**src/rtl/saes_iter_core.sv**
```systemverilog
// saes_iter_core: iterative valid/ready 16-bit S-AES encrypt/decrypt core with bypass.
// Define SAES_KEY_CACHE_EN to keep the expanded key schedule and skip KEYEXP on a key match.
module saes_iter_core #(
    parameter int ROUNDS = 2
) (
    input  logic        clk,
    input  logic        rst_n,
    input  logic        in_valid,
    output logic        in_ready,
    input  logic [15:0] in_key,
    input  logic [15:0] in_text,
    input  logic        in_op,
    input  logic        in_bypass,
    output logic        out_valid,
    input  logic        out_ready,
    output logic [15:0] out_text,
    output logic        busy
);
    localparam int CW = $clog2(ROUNDS + 1);
    localparam logic [CW-1:0] LAST = CW'(ROUNDS);
    localparam logic [63:0] SBOX  = 64'h94ABD1856203CEF7;
    localparam logic [63:0] ISBOX = 64'hA59B178F6023C4DE;

    typedef enum logic [2:0] {IDLE, KEYEXP, WHITEN, ROUND, DONE} state_t;

    state_t        r_state, w_next;
    logic [15:0]   r_st;
    logic [15:0]   r_keys [0:ROUNDS];
    logic          r_op;
    logic [CW-1:0] r_cnt;
    logic          w_hs, w_hit;
    logic [15:0]   w_k, w_t, w_u, w_enc, w_dec;

    function automatic logic [3:0] sb(input logic [63:0] t, input logic [3:0] n);
        return t[(15 - n) * 4 +: 4];
    endfunction

    function automatic logic [15:0] sub16(input logic [63:0] t, input logic [15:0] s);
        return {sb(t, s[15:12]), sb(t, s[11:8]), sb(t, s[7:4]), sb(t, s[3:0])};
    endfunction

    function automatic logic [15:0] sr(input logic [15:0] s);
        return {s[15:12], s[3:0], s[7:4], s[11:8]};
    endfunction

    function automatic logic [3:0] xt(input logic [3:0] a);
        return {a[2:0], 1'b0} ^ (a[3] ? 4'h3 : 4'h0);
    endfunction

    function automatic logic [3:0] gmul(input logic [3:0] a, input logic [3:0] b);
        logic [3:0] p;
        logic [3:0] x;
        p = '0;
        x = a;
        for (int i = 0; i < 4; i++) begin
            p = p ^ (b[i] ? x : 4'h0);
            x = xt(x);
        end
        return p;
    endfunction

    // Column mix with symmetric matrix [d o; o d]: MC is (1,4), InvMC is (9,2)
    function automatic logic [15:0] mix(input logic [15:0] s, input logic [3:0] d, input logic [3:0] o);
        return {gmul(d, s[15:12]) ^ gmul(o, s[11:8]), gmul(o, s[15:12]) ^ gmul(d, s[11:8]),
                gmul(d, s[7:4]) ^ gmul(o, s[3:0]), gmul(o, s[7:4]) ^ gmul(d, s[3:0])};
    endfunction

    function automatic logic [15:0] expand(input logic [15:0] k, input logic [CW-1:0] r);
        logic [3:0] rc;
        logic [7:0] w2;
        rc = 4'h4;
        for (int i = 0; i < ROUNDS; i++)
            if (i < int'(r)) rc = xt(rc);
        w2 = k[15:8] ^ {rc, 4'h0} ^ {sb(SBOX, k[3:0]), sb(SBOX, k[7:4])};
        return {w2, w2 ^ k[7:0]};
    endfunction

    assign in_ready  = rst_n && r_state == IDLE;
    assign out_valid = r_state == DONE;
    assign busy      = r_state != IDLE;
    assign out_text  = r_st;
    assign w_hs      = in_valid && in_ready;
    assign w_k       = r_keys[r_cnt];
    assign w_t       = sr(sub16(SBOX, r_st));
    assign w_enc     = w_k ^ (r_cnt == LAST ? w_t : mix(w_t, 4'h1, 4'h4));
    assign w_u       = sub16(ISBOX, sr(r_st)) ^ w_k;
    assign w_dec     = r_cnt == '0 ? w_u : mix(w_u, 4'h9, 4'h2);

`ifdef SAES_KEY_CACHE_EN
    logic r_kv;
    always_ff @(posedge clk) begin
        if (!rst_n) r_kv <= 1'b0;
        else if (r_state == KEYEXP && r_cnt == LAST) r_kv <= 1'b1;
    end
    assign w_hit = r_kv && in_key == r_keys[0];
`else
    assign w_hit = 1'b0;
`endif

    always_ff @(posedge clk) begin
        if (!rst_n) r_state <= IDLE;
        else r_state <= w_next;
    end

    always_comb begin
        w_next = r_state;
        case (r_state)
            IDLE:    if (w_hs) w_next = in_bypass ? DONE : (w_hit ? WHITEN : KEYEXP);
            KEYEXP:  if (r_cnt == LAST) w_next = WHITEN;
            WHITEN:  w_next = ROUND;
            ROUND:   if (r_op ? r_cnt == LAST : r_cnt == '0) w_next = DONE;
            DONE:    if (out_ready) w_next = IDLE;
            default: w_next = IDLE;
        endcase
    end

    // Bypass leaves K[0] alone so a cached schedule stays coherent
    always_ff @(posedge clk) begin
        if (!rst_n) begin
            r_st  <= '0;
            r_op  <= 1'b0;
            r_cnt <= '0;
        end else begin
            case (r_state)
                IDLE: if (w_hs) begin
                    r_st  <= in_text;
                    r_op  <= in_op;
                    r_cnt <= CW'(1);
                    if (!in_bypass) r_keys[0] <= in_key;
                end
                KEYEXP: begin
                    r_keys[r_cnt] <= expand(r_keys[r_cnt - CW'(1)], r_cnt);
                    r_cnt         <= r_cnt + CW'(1);
                end
                WHITEN: begin
                    r_st  <= r_st ^ (r_op ? r_keys[0] : r_keys[LAST]);
                    r_cnt <= r_op ? CW'(1) : LAST - CW'(1);
                end
                ROUND: begin
                    r_st  <= r_op ? w_enc : w_dec;
                    r_cnt <= r_op ? r_cnt + CW'(1) : r_cnt - CW'(1);
                end
                default: ;
            endcase
        end
    end
endmodule

```
**config.mk**
```make
export PLATFORM = sky130hd
export DESIGN_NAME = saes_iter_core
export DESIGN_NICKNAME = d
export VERILOG_FILES = /design/src/rtl/saes_iter_core.sv
export SDC_FILE = /design/constraint.sdc
export NUM_CORES = 1
export LEC_CHECK = 0
export CORE_UTILIZATION = 65
export DETAILED_ROUTE_END_ITERATION = 7
export GPL_TIMING_DRIVEN = 0
export MAX_ROUTING_LAYER = met4
export PLACE_DENSITY = 0.87
export SLEW_MARGIN = 30
export SYNTH_ARGS = -nofsm -noshare
export SYNTH_HDL_FRONTEND = slang
export SYNTH_SLANG_ARGS = --single-unit
```
**constraint.sdc**
```tcl
create_clock -name clk -period 10.3 [get_ports clk]
set_clock_uncertainty 0.2 [all_clocks]
set_input_delay 2.06 -clock clk [delete_from_list [all_inputs] [get_ports clk]]
set_output_delay 2.06 -clock clk [all_outputs]
set_load 0.03 [all_outputs]
```
; Word level (Yosys, flattened, before mapping)
; Memory sizes are Yosys's and may differ from the RTL's. A register that Yosys moved wholly into a read port is not among the register bits.
; Cells that the tools add are included.
[word_totals]
register_bits = 22
ram_bits = 48
wordCells = 209
memories = 1
[memory_table]
columns = name, words, word_bits, read_ports, rd_clocked_by_memory_dff, wr, line_no
row1 = r_keys, 3, 16, 4, 1, 1, 28  ; logic [15:0] r_keys [0:ROUNDS];
[op_classes]
n_addsub = 8
magnitude_cmp = 2
eq_ne = 9
shift = 10
mux = 100
bitwise = 63
reduce_logical = 12
[op_table]
columns = op, count
row1 = $shiftx 64x33->4 const A, 10
row2 = $mux 16, 6
row3 = $mux 4, 22
row4 = $mux 3, 25
row5 = $mux 2, 26
row6 = $xor 4x2->4, 13
row7 = $pmux 16 s3, 1
row8 = $xor 16x16->16, 3
row9 = $xor 3x4->4, 12
row10 = $xor 4x3->4, 8
row11 = $xor 4x4->4, 8
row12 = $sub 4x4->5 const A, 6
row13 = $xor 2x3->3, 8
row14 = $xor 8x8->8, 3
row15 = $mux 1, 18
row16 = $reduce_or 16->1, 1
row17 = $xor 4x1->4, 4
row18 = $pmux 3 s5, 1
row19 = $pmux 2 s4, 1
row20 = $xor 1x2->2, 4
row21 = $eq 3x2->1 const B, 2
row22 = $ne 2x2->1 const B, 3
row23 = $reduce_and 2->1, 3
row24 = $reduce_bool 3->1, 2
row25 = 12 further kinds, 14

; Logic depth before layout (Yosys ltp)
[depth]
ltp_word = 13
ltp_mapped = 17
ltp_nobuf = 12

; Worst setup path before layout
; OpenSTA, ideal clock, no wires.
[synth_timing]
path_type = in2out
startpoint = input port rst_n
endpoint = output port in_ready
t_arrival_ns = 2.895
setup_slack_ns = 5.145
cell_stages = 3
path_cell_list = clkbuf_1 clkbuf_1 and3_1
[synth_between]
elab_chain_len = 1
[synth_lines]
columns = element, line_no
row1 = start: declaration, 7  ; input logic rst_n,
row2 = $logic_and 1x1->1, 78  ; assign in_ready = rst_n && r_state == IDLE;
row3 = end: declaration, 9  ; output logic in_ready,
; Every way passes these cells.

; Final worst setup path
[layout_timing]
startpoint = register r_cnt[0]
endpoint = memory r_keys[0][2] (data pin)
[layout_between]
elab_chain_len = 7
elab_cells_between_ends = 8
[layout_lines]
columns = element, line_no
row1 = start: declaration, 30  ; logic [CW-1:0] r_cnt;
row2 = start signal: assignment, 133  ; r_cnt <= r_cnt + CW'(1);
row3 = start signal: assignment, 137  ; r_cnt <= r_op ? CW'(1) : LAST - CW'(1);
row4 = start signal: assignment, 141  ; r_cnt <= r_op ? r_cnt + CW'(1) : r_cnt - CW'(1);
row5 = $sub 2x1->2 (*), 132  ; r_keys[r_cnt] <= expand(r_keys[r_cnt - CW'(1)], r_cnt);
row6 = $mem_v2 3x16 (*), -
row7 = $sub 4x4->5, 35  ; return t[(15 - n) * 4 +: 4];
row8 = $shiftx 64x33->4, 35
row9 = $xor 8x8->8, 74  ; w2 = k[15:8] ^ {rc, 4'h0} ^ {sb(SBOX, k[3:0]), sb(SBOX, k[7:4])};
row10 = $xor 8x8->8 (*), 75  ; return {w2, w2 ^ k[7:0]};
row11 = $mux 16 (no line) (*), -
row12 = end: declaration, 28
; Every way passes the cells marked *; elsewhere a longest branch is shown, timed or not.

==> reports/qor.csv <==
metric,value,unit
outcome,finished with violations,
violations,DRC,
drv_cap,0,
postCtsSetupBuffers,0,
cp_num_buf_inv,8,
clockPowerShare,0.222,
crit_arrival,6.23,ns
final_cells,956,
fmax,159.1,MHz
firstDrtPassIters,8,
combPwrFrac,0.467,
placed_cell_area,7624,um2
p_leak,2.940,nW
crit_cells,17,
holdBufCountCts,0,
power.switching,0.0004355,W
syn_nets,830,
finalPower,0.001089,W
startpoint_type,flip-flop,
htree_levels,3,
ff2ff_setup_slack,4.01,ns
hold_viol_final,0,
ys_warn_count,0,
grt_pass1_vias,6177,
gp_congestion,0.9666,
max_stage_delay,0.62,ns
crit_path_end_kind,flip-flop,
syn_area,6838,um2
slowest_stage,buf_1,
place_inst,940,
slew_violations,0,
clock_latency,0.37,ns
worst_pin_slew,0.8826,ns
cts-root-buf,clkbuf_8,
hp-class,reg2reg,
synthTopCellsByArea,"edfxtp_1 21%, ha_1 8.8%, mux2i_1 8.8%",
grt_usage,0.4321,
portBuffers,55,
fin_util,0.7608,
routed_wl,22.44,mm
ant_nets,0,
syn_area_per_cell,9.191,um2
grt_pass1_wl,34.57,mm
path_class,reg2reg,
async_flop_share,0,
ys.flop_type,edfxtp_1,
cts.clk_slew.worst_paths,0.09,ns
die_x,104.6,um
pwr-share-seq,0.311,
design_area,7819,um2
critPathMostFrequentCell,buf_1,
ir_worst_vdd,0.0001044,V
num_io_pins,57,
grt_max_degree,15,
r2r-end,r_keys[0][2],
avgRoutedWirePerCell,23.47,um
crit_start,r_cnt[0],
drt_iter0_markers,672,
clock-sinks,72,
crit_path_cell_trace,"buf_4, buf_1, inv_1, ha_1, buf_2, buf_2, buf_1, buf_1, nand2_1, o21ai_0, inv_1, ha_1, and2_1, o32ai_1, xnor2_1, xor2_1, o21ai_0",
synth_top_cell_area_share,0.2108,
crit_family,buffers and inverters,
max_slew_margin,0.4094,
num_vias,6301,
ys_top_cells_by_count,"68 x xnor2_1, 64 x o21ai_0, 62 x nand2_1",
p_int,0.0006539,W
antenna_found_initial,0,
cts-resized-gates,0,
dp.final_hpwl,16.89,mm
dieArea,10930,um2
fp.dieH,104.6,um
crit_fanout,10,
power_density,139.3,nW/um2
p_sw_frac,0.3997,
cts_buffer_depth,2,
cts_tree,done,
overflow,0,
drc,2,
synth_edf_count,48,
fin_nets,901,
core_area,10280,um2
std_cell_rows,37,
initial_utilization,0.6653,
antennaDiodeCount,0,
layout-drive-gt1-share,0.09634,
setup_tns,0,ns
crit_required,10.24,ns
rr_worst_depth,17,
postSynthCellCount,744,
period_share,0.6103,
routed_via_density,6.591,
yosys.area.top_type,edfxtp_1,
critPathCapture,r_keys[0][2],
yosysUniqueCellTypes,67,
period_needed,6.286,ns
areaGrowthSynthToFinish,14.35,%
synth.most_common_cell,xnor2_1,
ys_seq_area_frac,0.2811,
cts_made_buffers,9,
finalSetupViolations,0,
ys_ff_latch,72,
r2r_start,r_cnt[0],
rsz0062_at_grt,no,
## cell families (layout without fill, tap and decap cells)
logic type / count (synthesis) / after routing / share of synthesized area
and+or+nand+nor: 184 / 184 / 0.1286
buffers and inverters: 79 / 155 / 0.04940
muxes: 92 / 92 / 0.1603
xor gates and xnor gates: 94 / 94 / 0.1305
AOI/OAI and AO/OA: 175 / 175 / 0.1623
DFF: 72 / 72 / 0.2811
adders and majority gates: 48 / 48 / 0.08783
## cells in the final DEF (no fill, tap or decap), types with 5 or more instances in the layout
master / n
a21oi_1: 29
a22oi_1: 5
a31oi_1: 11
and2_1: 5
buf_2: 9
buf_4: 6
clkbuf_1: 26
clkbuf_8: 9
clkdlybuf4s50_1: 55
dfxtp_1: 24
edfxtp_1: 48
ha_1: 48
inv_1: 34
mux2_2: 14
mux2i_1: 60
mux4_2: 8
nand2_1: 62
nand2b_1: 7
nand3_1: 12
nand3b_1: 5
nor2_1: 45
nor2b_1: 10
nor3_1: 9
o211ai_1: 7
o21a_1: 9
o21ai_0: 64
o221ai_1: 8
o31ai_1: 6
or3_1: 10
xnor2_1: 68
xnor3_1: 5
xor2_1: 21
## registers in the layout (all words and copies together) (netlist names), named ones only
signal / cells
r_cnt: 2
out_text: 16
r_op: 1
r_keys: 48
r_state: 3
## stage by stage
| stage | hold slack (ns) | setup WS [ns] |
|---|---|---|
| detailed placement | 0.4837 | 4.109 |
| global route | 0.5721 | 3.835 |
| floorplan | 0.4809 | 5.145 |
| global placement | 0.4747 | 4.143 |
| CTS | 0.5010 | 4.102 |
| finish | 0.5170 | 4.014 |
## how the worst min path moves through the flow
stage | depth (start not counted) | slack, ns | start | to
floorplan | 3 | 0.48 | r_state[1] | r_state[0]
detailed placement | 2 | 0.48 | out_text[8] | out_text[8]
CTS | 2 | 0.50 | out_text[8] | out_text[8]
global placement | 2 | 0.47 | out_text[1] | out_text[1]
finish | 2 | 0.52 | out_text[8] | out_text[8]
global route | 2 | 0.57 | out_text[8] | out_text[8]
## routing by layer
layer | track usage | routed length [um]
met1 | 0.5072 | 8333
met2 | 0.7256 | 11030
met3 | 0.04928 | 1926
met4 | 0.2347 | 1150
met5 | - | 0
## worst register-to-register path, delay by kind of cell (launching register included)
kind / cells / cell delay [ns]
adders and majority gates: 2 / 0.60
DFF: 1 / 0.51
and+or+nand+nor: 2 / 0.32
xor gates and xnor gates: 2 / 0.43
buffers and inverters: 8 / 2.79
AOI/OAI and AO/OA: 3 / 1.21
## layout make-up
class | instances | area (um2)
Clock buffer | 10 | 127.6
Multi-Input combinational cell | 593 | 4602
Timing Repair Buffer | 60 | 591.8
Sequential cell | 72 | 1922
Tap cell | 136 | 170.2
Fill cell | 755 | 2459
Inverter | 36 | 135.1
Clock inverter | 6 | 67.56
Buffer | 43 | 202.7
## power by group through the flow
stage | clock (W) | sequential [W] | combinational [W]
finish | 0.000242 | 0.000339 | 0.000508
CTS | 0.000236 | 0.000339 | 0.000494
global route | 0.000249 | 0.000341 | 0.000537
detailed placement | 0 | 0.000345 | 0.000488
floorplan | 0 | 0.000350 | 0.000352
global placement | 0 | 0.000344 | 0.000471
Power figures use the tool's default switching activity.
